<file path="config.mk">
export PLATFORM = sky130hd
export DESIGN_NAME = oifs_tx_arbiter
export DESIGN_NICKNAME = d
export VERILOG_FILES = /design/src/rtl/oifs_tx_arbiter.sv
export SDC_FILE = /design/constraint.sdc
export NUM_CORES = 1
export LEC_CHECK = 0
export ABC_AREA = 1
export BUFFER_PORTS_ARGS = -buffer_cell sky130_fd_sc_hd__buf_2
export CORE_UTILIZATION = 40
export CTS_BUF_LIST = sky130_fd_sc_hd__clkbuf_8
export CTS_CLUSTER_SIZE = 14
export DETAILED_ROUTE_END_ITERATION = 10
export GPL_TIMING_DRIVEN = 0
export MAX_ROUTING_LAYER = met4
export PLACE_DENSITY = 0.68
export SYNTH_ARGS = -nofsm -noshare
export SYNTH_HDL_FRONTEND = slang
export SYNTH_SLANG_ARGS = --single-unit
</file>
<file path="constraint.sdc">
create_clock -name i_clk -period 1.8 [get_ports i_clk]
set_input_delay 0.09 -clock i_clk [delete_from_list [all_inputs] [get_ports i_clk]]
set_output_delay 0.09 -clock i_clk [all_outputs]
set_load 0.03 [all_outputs]
</file>
<file path="src/rtl/oifs_tx_arbiter.sv">
// Two-port round-robin burst arbiter feeding oifs_tx_interface through a
// one-entry output register; each beat is tagged with its port's channel bit.
module oifs_tx_arbiter #(
  parameter int DATA_W    = 8,
  parameter int MAX_BURST = 16
) (
  input  logic              i_clk,
  input  logic              i_rst_n,
  input  logic [1:0]        i_en,
  input  logic              i_valid0,
  input  logic [DATA_W-1:0] i_data0,
  input  logic              i_last0,
  input  logic              i_channel0,
  output logic              o_ready0,
  input  logic              i_valid1,
  input  logic [DATA_W-1:0] i_data1,
  input  logic              i_last1,
  input  logic              i_channel1,
  output logic              o_ready1,
  output logic              o_valid,
  output logic [DATA_W-1:0] o_data,
  output logic              o_channel,
  input  logic              i_ready,
  output logic [1:0]        o_grant,
  output logic              o_busy
);

  localparam int CNT_W = $clog2(MAX_BURST + 1);
  localparam logic [CNT_W-1:0] CNT_LIMIT = CNT_W'(MAX_BURST - 1);

  typedef enum logic {IDLE, BURST} state_t;

  state_t             state_q;
  logic               last_q;
  logic [CNT_W-1:0]   cnt_q;
  logic [1:0]         grant_q;
  logic               valid_q;
  logic [DATA_W-1:0]  data_q;
  logic               channel_q;

  logic [1:0]         elig;
  logic [1:0]         pick;
  logic [1:0]         accept;
  logic               beat_acc;
  logic               burst_end;
  logic               sel_last;
  logic               sel_channel;
  logic [DATA_W-1:0]  sel_data;

  // A slot opens when the register is empty or drains this cycle.
  assign o_ready0 = grant_q[0] && (!valid_q || i_ready);
  assign o_ready1 = grant_q[1] && (!valid_q || i_ready);

  assign accept   = {i_valid1 && o_ready1, i_valid0 && o_ready0};
  assign beat_acc = |accept;

  assign sel_data    = grant_q[1] ? i_data1    : i_data0;
  assign sel_last    = grant_q[1] ? i_last1    : i_last0;
  assign sel_channel = grant_q[1] ? i_channel1 : i_channel0;

  assign burst_end = beat_acc && (sel_last || (cnt_q == CNT_LIMIT));

  // On contention the port that was not served last wins.
  assign elig = {i_valid1 && i_en[1], i_valid0 && i_en[0]};
  assign pick = (elig == 2'b11) ? (last_q ? 2'b01 : 2'b10) : elig;

  // NOTE: every register here is updated with <= so all of them sample the
  // same pre-edge values; blocking = would let later lines see new state.
  always_ff @(posedge i_clk) begin
    if (!i_rst_n) begin
      state_q   <= IDLE;
      last_q    <= 1'b1;
      cnt_q     <= '0;
      grant_q   <= 2'b00;
      valid_q   <= 1'b0;
      data_q    <= '0;
      channel_q <= 1'b0;
    end else begin
      if (beat_acc) begin
        valid_q   <= 1'b1;
        data_q    <= sel_data;
        channel_q <= sel_channel;
      end else if (i_ready) begin
        valid_q   <= 1'b0;
      end

      case (state_q)
        IDLE: begin
          if (|elig) begin
            state_q <= BURST;
            grant_q <= pick;
            cnt_q   <= '0;
          end
        end
        BURST: begin
          if (burst_end) begin
            state_q <= IDLE;
            grant_q <= 2'b00;
            last_q  <= grant_q[1];
            cnt_q   <= '0;
          end else if (beat_acc) begin
            cnt_q   <= cnt_q + CNT_W'(1);
          end
        end
        default: state_q <= IDLE;
      endcase
    end
  end

  assign o_valid   = valid_q;
  assign o_data    = data_q;
  assign o_channel = channel_q;
  assign o_grant   = grant_q;
  assign o_busy    = (state_q == BURST);

endmodule
</file>
==> metrics.md, run 1 <==
| Metric | Value |
|---|---|
| WS Path Type | reg2reg |
| Layout overhead on the synthesized area | 27.61% |
| Number of library cell types mapped by synthesis | 23 |
| Hold Buf Count CTS | 0 |
| Non-filler instance count after layout | 214 |
| DP Area | 0.001285 mm² |
| Sequential-to-total area share from yosys stat | 36.49% |
| Later-pin clock latency in the skew report | 0.25 ns |
| Dominant cells by area after synthesis | sky130_fd_sc_hd__dfxtp_1 (36%), sky130_fd_sc_hd__nand2_1 (12%), sky130_fd_sc_hd__a31oi_1 (5.4%) |
| Root buf cell | sky130_fd_sc_hd__clkbuf_8 |
| Area share of the largest cell type after synthesis | 36.49% |
| Standard cell core area | 0.002477 mm² |
| Synth Cell Area | 0.001042 mm² |
| Inserted Clock Buffers | 3 |
| Share of final-layout standard cells stronger than drive strength 1 | 35.33% |
| Slew at the pin with the worst max-slew slack | 0.2014 ns |
| DRC violations left | 0 |
| R2r startpoint | cnt_q[0]$_SDFFE_PN0P_ |
| Share of the cycle needed by the critical path after routing | 89.23% |
| Flop and latch count out of synthesis | 19 |
| Avg Cell Area, Syn | 7.498 µm² |
| Ordered list of cells on the worst path | ha_1 > nand2_1 > nor2_1 > ha_1 > nand3b_4 > nand3_4 > a21oi_1 > nor2_1 |
| CTS tree | yes |
| Number of gates resized after CTS | 0 |
| Synth Net Count | 168 |
| Number of placed instances with taps included | 210 |
| M1 WL | 1110 µm |
| Final nets | 214 |
| Setup repair after global routing missed its margin | false |
| Final core occ | 53.69% |
| Metal3 WL | 138 µm |
| Upper clock frequency limit | 622.6 MHz |
| Antenna Diode Count | 0 |
| Post-Layout Inst Area | 0.001330 mm² |
| Post-CTS setup buffers | 0 |
| Post-route clock skew | 0.003268 ns |
| Clock sink count | 19 |
| Most common cell after layout, fill and taps aside | sky130_fd_sc_hd__buf_2 |
| Slew margin rel. | 86.53% |
| Total power consumption of the routed design | 0.001097 W |
| Internal power contribution | 0.0007242 W |
| Post-route setup TNS | 0 ns |
| Number of buffer and inverter instances along the worst setup path | 0 |
| Sw Pwr | 0.0003727 W |
| Sequential power share | 43.6% |
| # port buffers | 41 |
| Critical path required time | 1.94 ns |
| DIE WIDTH | 53.05 µm |
| Overflow after GRT | 0 |
| Top library cells by usage in the layout, fill and taps aside | sky130_fd_sc_hd__buf_2 (43), sky130_fd_sc_hd__nand2_1 (34), sky130_fd_sc_hd__dfxtp_1 (19) |
| Count of boundary I/O pins | 42 |
| First-pass GRT wire length | 4008 µm |
| Worst path arrival time | 1.75 ns |
| Count of endpoints failing setup in the final report | 0 |
| Max Root-Sink Buffers | 2 |
| Placement row count | 18 |
| Total of warnings raised by yosys | 0 |
| Timing startpoint of the critical path | cnt_q[0]$_SDFFE_PN0P_ |
| Global placement routability congestion | 0.8207 |
| Number of DRC violations after detailed-routing iteration 0 | 20 |
| Kind of path behind the tightest hold check | in2reg |
| Startpoint class of the critical path | flop |
| Half-perimeter wire length after placement | 1814 µm |
| Die Area | 0.002814 mm² |
| Height of the chip | 53.05 µm |
| CP Max Fanout | 6 |
| Antenna Violating Nets Remaining | 0 |
| Wirelength per Cell | 11.18 µm |
| Clock group share of total power | 26.2% |
| Combinational cell fraction of total power | 30.2% |
| Top Family by Delay on Critical Path | simple AND/OR/NAND/NOR gates |
| Result of the run | finished clean |
| Min Clock Period, post-route | 1.606 ns |
| Cell count after synthesis | 139 |
| Overall via count from detail_route | 1049 |
| Final hold violation count | 0 |
| Routed length on met2 | 1103 µm |
| Clock transition time at the flip-flop clock pins of the worst setup and hold paths | 0.07 ns |
| H-tree Lvls | 1 |
| Yosys top cell by area | sky130_fd_sc_hd__dfxtp_1 |
| Number of antenna violations at the first check in global routing | 0 |
| Detailed Route WL | 2393 µm |
| Leak Pwr | 0.6957 nW |
| Overall track demand over capacity in global routing | 19.70% |
| Hold Startpoint | i_data1[7] |
| Total power per unit cell area | 824.7 mW/mm² |
| Via count of the first global-routing pass | 1008 |
| Max stage delay cell, worst path | sky130_fd_sc_hd__dfxtp_1 |
| DRT Pass-1 Iters | 4 |
| Post-detailed-route via-to-cell ratio | 4.902 |
| Initial standard-cell utilization of the core | 42.07% |
| Highest layer used for signal routing | met4 |
| Largest stage delay on the critical path | 0.40 ns |
| Peak ir drop on the vdd network | 580.8 µV |
| Max-slew violation count | 0 |
| Max-capacitance violation count | 0 |
| Maximum number of pins on one net before global-route repair | 11 |
| Net switching share of the total power | 33.98% |
| Worst Setup End Kind | flop |
state kept, by name, indices dropped and copies added (netlist names):
name	count
o_data	8
cnt_q	5
o_grant	2
last_q	1
o_busy	1
o_channel	1
o_valid	1
layout make-up:
class	instances	area, µm²
Buffer	6	62.56
Fill cell	249	1147
Inverter	16	60.06
Multi-Input combinational cell	98	539.3
Clock buffer	3	41.29
Sequential cell	19	380.4
Timing Repair Buffer	41	205.2
Clock inverter	1	3.754
Tap cell	30	37.54
layer usage:
| metal | vias to the layer above | track usage (%) |
|---|---|---|
| met5 | - | - |
| met2 | 41 | 32.28 |
| met1 | 448 | 23.17 |
| met3 | 6 | 2.874 |
| li1 | 554 | - |
| met4 | 0 | 10.53 |
worst register-to-register path, stage by stage (launching register included):
cell and delay [ns]:
sky130_fd_sc_hd__dfxtp_1 0.40, sky130_fd_sc_hd__ha_1 0.20, sky130_fd_sc_hd__nand2_1 0.09, sky130_fd_sc_hd__nor2_1 0.14, sky130_fd_sc_hd__ha_1 0.18, sky130_fd_sc_hd__nand3b_4 0.16, sky130_fd_sc_hd__nand3_4 0.11, sky130_fd_sc_hd__a21oi_1 0.15
sky130_fd_sc_hd__nor2_1 0.06
metrics by stage:
step	setup WS, ns	hold slack, ns
floorplan	0.4008	0.2283
global placement	0.2897	0.3569
detailed placement	0.2442	0.3637
CTS	0.1777	0.09124
global route	0.08204	0.1023
finish	0.1938	0.09480
kinds of logic (layout without fill, tap and decap cells):
kind of cell             after synthesis  in the layout  share of synthesized area [%]
flip-flops                            19             19                          36.49
adder cells (fa/ha/maj)                2              2                          2.401
AND/OR/NAND/NOR                       67             67                          33.85
buffers and inverters                 22             67                          11.76
AO/OA/AOI/OAI                         29             29                          15.49
Yosys cell counts (all sizes together):
cell and instances:
a31oi 9, nand3b 2, ha 2, nand4 4
a211oi 1, nand2 41, nand3 13, nor2 7
buf 5, inv 16, o21ai 11, bufbuf 1
o211ai 1, a21oi 7, dfxtp 19
path summary, 6_finish.rpt:
path,end,slack (ns),depth (start not counted)
hold reg to reg,cnt_q[4]$_SDFFE_PN0P_,0.49,2
setup reg to reg,o_grant[1]$_SDFFE_PN0P_,0.19,8
setup / recovery,o_grant[1]$_SDFFE_PN0P_,0.19,8
hold / removal,o_data[7]$_SDFFE_PN0P_,0.09,3
power by group through the flow:
| stage | Sequential, W | Clock [W] | Combinational (W) |
|---|---|---|---|
| 2_1_floorplan | 0.000548 | 0 | 0.000171 |
| 6_report | 0.000478 | 0.000287 | 0.000332 |
| 3_3_place_gp | 0.000486 | 0 | 0.000326 |
| 3_5_place_dp | 0.000487 | 0 | 0.000334 |
| 5_1_grt | 0.000482 | 0.000315 | 0.000364 |
| 4_1_cts | 0.000478 | 0.000297 | 0.000334 |
Power figures use the tool's default switching activity.
==> inputs of run 2 (changes only) <==
--- a/config.mk
+++ b/config.mk
@@ -6,14 +6,14 @@
 export NUM_CORES = 1
 export LEC_CHECK = 0
 export ABC_AREA = 1
-export BUFFER_PORTS_ARGS = -buffer_cell sky130_fd_sc_hd__buf_2
 export CORE_UTILIZATION = 40
 export CTS_BUF_LIST = sky130_fd_sc_hd__clkbuf_8
 export CTS_CLUSTER_SIZE = 14
 export DETAILED_ROUTE_END_ITERATION = 10
+export DONT_BUFFER_PORTS = 1
 export GPL_TIMING_DRIVEN = 0
 export MAX_ROUTING_LAYER = met4
-export PLACE_DENSITY = 0.68
+export SKIP_LAST_GASP = 1
 export SYNTH_ARGS = -nofsm -noshare
 export SYNTH_HDL_FRONTEND = slang
 export SYNTH_SLANG_ARGS = --single-unit
==> metrics.md, run 2 (same netlist as run 1, synthesis figures left out) <==
| Metric | Value |
|---|---|
| Placement row count | 18 |
| DRC violations left | 0 |
| Layout overhead on the synthesized area | 26.77% |
| Number of DRC violations after detailed-routing iteration 0 | 17 |
| Kind of path behind the tightest hold check | in2reg |
| Largest stage delay on the critical path | 0.60 ns |
| Slew margin rel. | 63.65% |
| Later-pin clock latency in the skew report | 0.26 ns |
| Leak Pwr | 0.5898 nW |
| Number of antenna violations at the first check in global routing | 0 |
| Setup repair after global routing missed its margin | false |
| Standard cell core area | 0.002477 mm² |
| Most common cell after layout, fill and taps aside | sky130_fd_sc_hd__nand2_1 |
| Post-Layout Inst Area | 0.001321 mm² |
| Slew at the pin with the worst max-slew slack | 0.5433 ns |
| Total power consumption of the routed design | 0.001091 W |
| CP Max Fanout | 10 |
| Antenna Diode Count | 0 |
| Post-detailed-route via-to-cell ratio | 5.313 |
| Overall via count from detail_route | 1020 |
| Detailed Route WL | 2570 µm |
| Overflow after GRT | 0 |
| Max-capacitance violation count | 0 |
| Initial standard-cell utilization of the core | 42.07% |
| Root buf cell | sky130_fd_sc_hd__clkbuf_8 |
| Number of buffer and inverter instances along the worst setup path | 2 |
| Clock sink count | 19 |
| First-pass GRT wire length | 4305 µm |
| Top library cells by usage in the layout, fill and taps aside | sky130_fd_sc_hd__nand2_1 (34), sky130_fd_sc_hd__dfxtp_1 (19), sky130_fd_sc_hd__dlygate4sd3_1 (19) |
| Top Family by Delay on Critical Path | flip-flops |
| Inserted Clock Buffers | 3 |
| Antenna Violating Nets Remaining | 0 |
| Post-CTS setup buffers | 0 |
| WS Path Type | reg2out |
| Die Area | 0.002814 mm² |
| Max stage delay cell, worst path | sky130_fd_sc_hd__dfxtp_1 |
| Post-route setup TNS | 0 ns |
| Global placement routability congestion | 0.7880 |
| Count of boundary I/O pins | 42 |
| Total power per unit cell area | 825.8 mW/mm² |
| DP Area | 0.001080 mm² |
| Final nets | 192 |
| Final hold violation count | 0 |
| Share of final-layout standard cells stronger than drive strength 1 | 16.05% |
| CTS tree | yes |
| Result of the run | finished clean |
| Critical path required time | 1.71 ns |
| Max Root-Sink Buffers | 2 |
| # port buffers | 0 |
| Wirelength per Cell | 13.39 µm |
| Via count of the first global-routing pass | 1030 |
| Worst path arrival time | 1.57 ns |
| Maximum number of pins on one net before global-route repair | 13 |
| Half-perimeter wire length after placement | 1687 µm |
| Upper clock frequency limit | 601.1 MHz |
| DRT Pass-1 Iters | 4 |
| Worst Setup End Kind | output pin |
| Startpoint class of the critical path | flop |
| Count of endpoints failing setup in the final report | 0 |
| Flip-flop count of the largest register after layout | 8 |
| Overall track demand over capacity in global routing | 21.57% |
| H-tree Lvls | 1 |
| Post-route clock skew | 0.005857 ns |
| Share of the cycle needed by the critical path after routing | 92.42% |
| Peak ir drop on the vdd network | 625.6 µV |
| DIE WIDTH | 53.05 µm |
| Ordered list of cells on the worst path | inv_1 > buf_2 > nor2_2 |
| Max-slew violation count | 0 |
| Clock transition time at the flip-flop clock pins of the worst setup and hold paths | 0.07 ns |
| Min Clock Period, post-route | 1.664 ns |
| Height of the chip | 53.05 µm |
## run 2: changes by cell type in the layout (fill, tap and decap cells not counted), sizes merged
cell	delta
buf	-41
dlygate4sd3	+19
clkinvlp	+1
inv	-1
## run 2: layout make-up
| cell class | instances | area (µm²) |
|---|---|---|
| Buffer | 6 | 62.56 |
| Clock buffer | 3 | 41.29 |
| Clock inverter | 1 | 7.507 |
| Fill cell | 256 | 1156 |
| Inverter | 16 | 60.06 |
| Multi-Input combinational cell | 98 | 541.8 |
| Sequential cell | 19 | 380.4 |
| Tap cell | 30 | 37.54 |
| Timing Repair Buffer | 19 | 190.2 |
## run 2: power by group
group,leakage [nW],total (W),internal [W],switching [W]
registers,0.155,0.000546,0.000455,0.0000904
logic,0.413,0.000241,0.000103,0.000138
clock network,0.0217,0.000305,0.000156,0.000149
total,0.590,0.00109,0.000713,0.000378
## run 2: final timing paths
check | start | slack, ns | end | cells past startpoint
worst max-delay path | o_grant[1]$_SDFFE_PN0P_ | 0.14 | o_ready1 | 3
worst max register to register | cnt_q[0]$_SDFFE_PN0P_ | 0.27 | o_grant[1]$_SDFFE_PN0P_ | 8
worst min-delay path | i_valid1 | 0.17 | o_grant[1]$_SDFFE_PN0P_ | 4
worst min register to register | cnt_q[4]$_SDFFE_PN0P_ | 0.49 | cnt_q[4]$_SDFFE_PN0P_ | 2
## run 2: worst min-delay path: cells and delay by family
kind | cells | cell delay, ns
and+or+nand+nor | 2 | 0.12
AOI/OAI and AO/OA | 2 | 0.17
## run 2: repair_timing
item / 4_1_cts / 5_1_grt
endpoints found under the hold margin: 9 / 0
setup endpoints to repair: 1 / 0
hold buffers: 19 / 0
resized for setup: 1 / 0
## run 2: per-layer routing
layer  share of wire, %  wire, µm  track usage [%]  vias to the layer above
li1                   -         -                -                      509
met1                 41      1051            24.78                      462
met2                 50      1291            36.50                       45
met3                7.7       197            4.885                        4
met4                1.1        29            7.895                        0
met5                  0         0                -                        -
## run 2: metrics by stage
step	setup WS, ns	hold slack (ns)	util [%]	instances
global route	0.03370	0.2030	53.33	192
finish	0.1364	0.1720	53.33	192
global placement	0.2726	0.2330	43.59	169
detailed placement	0.2641	0.2388	43.59	169
CTS	0.1154	0.1710	53.33	192
floorplan	0.4008	0.2283	-	139
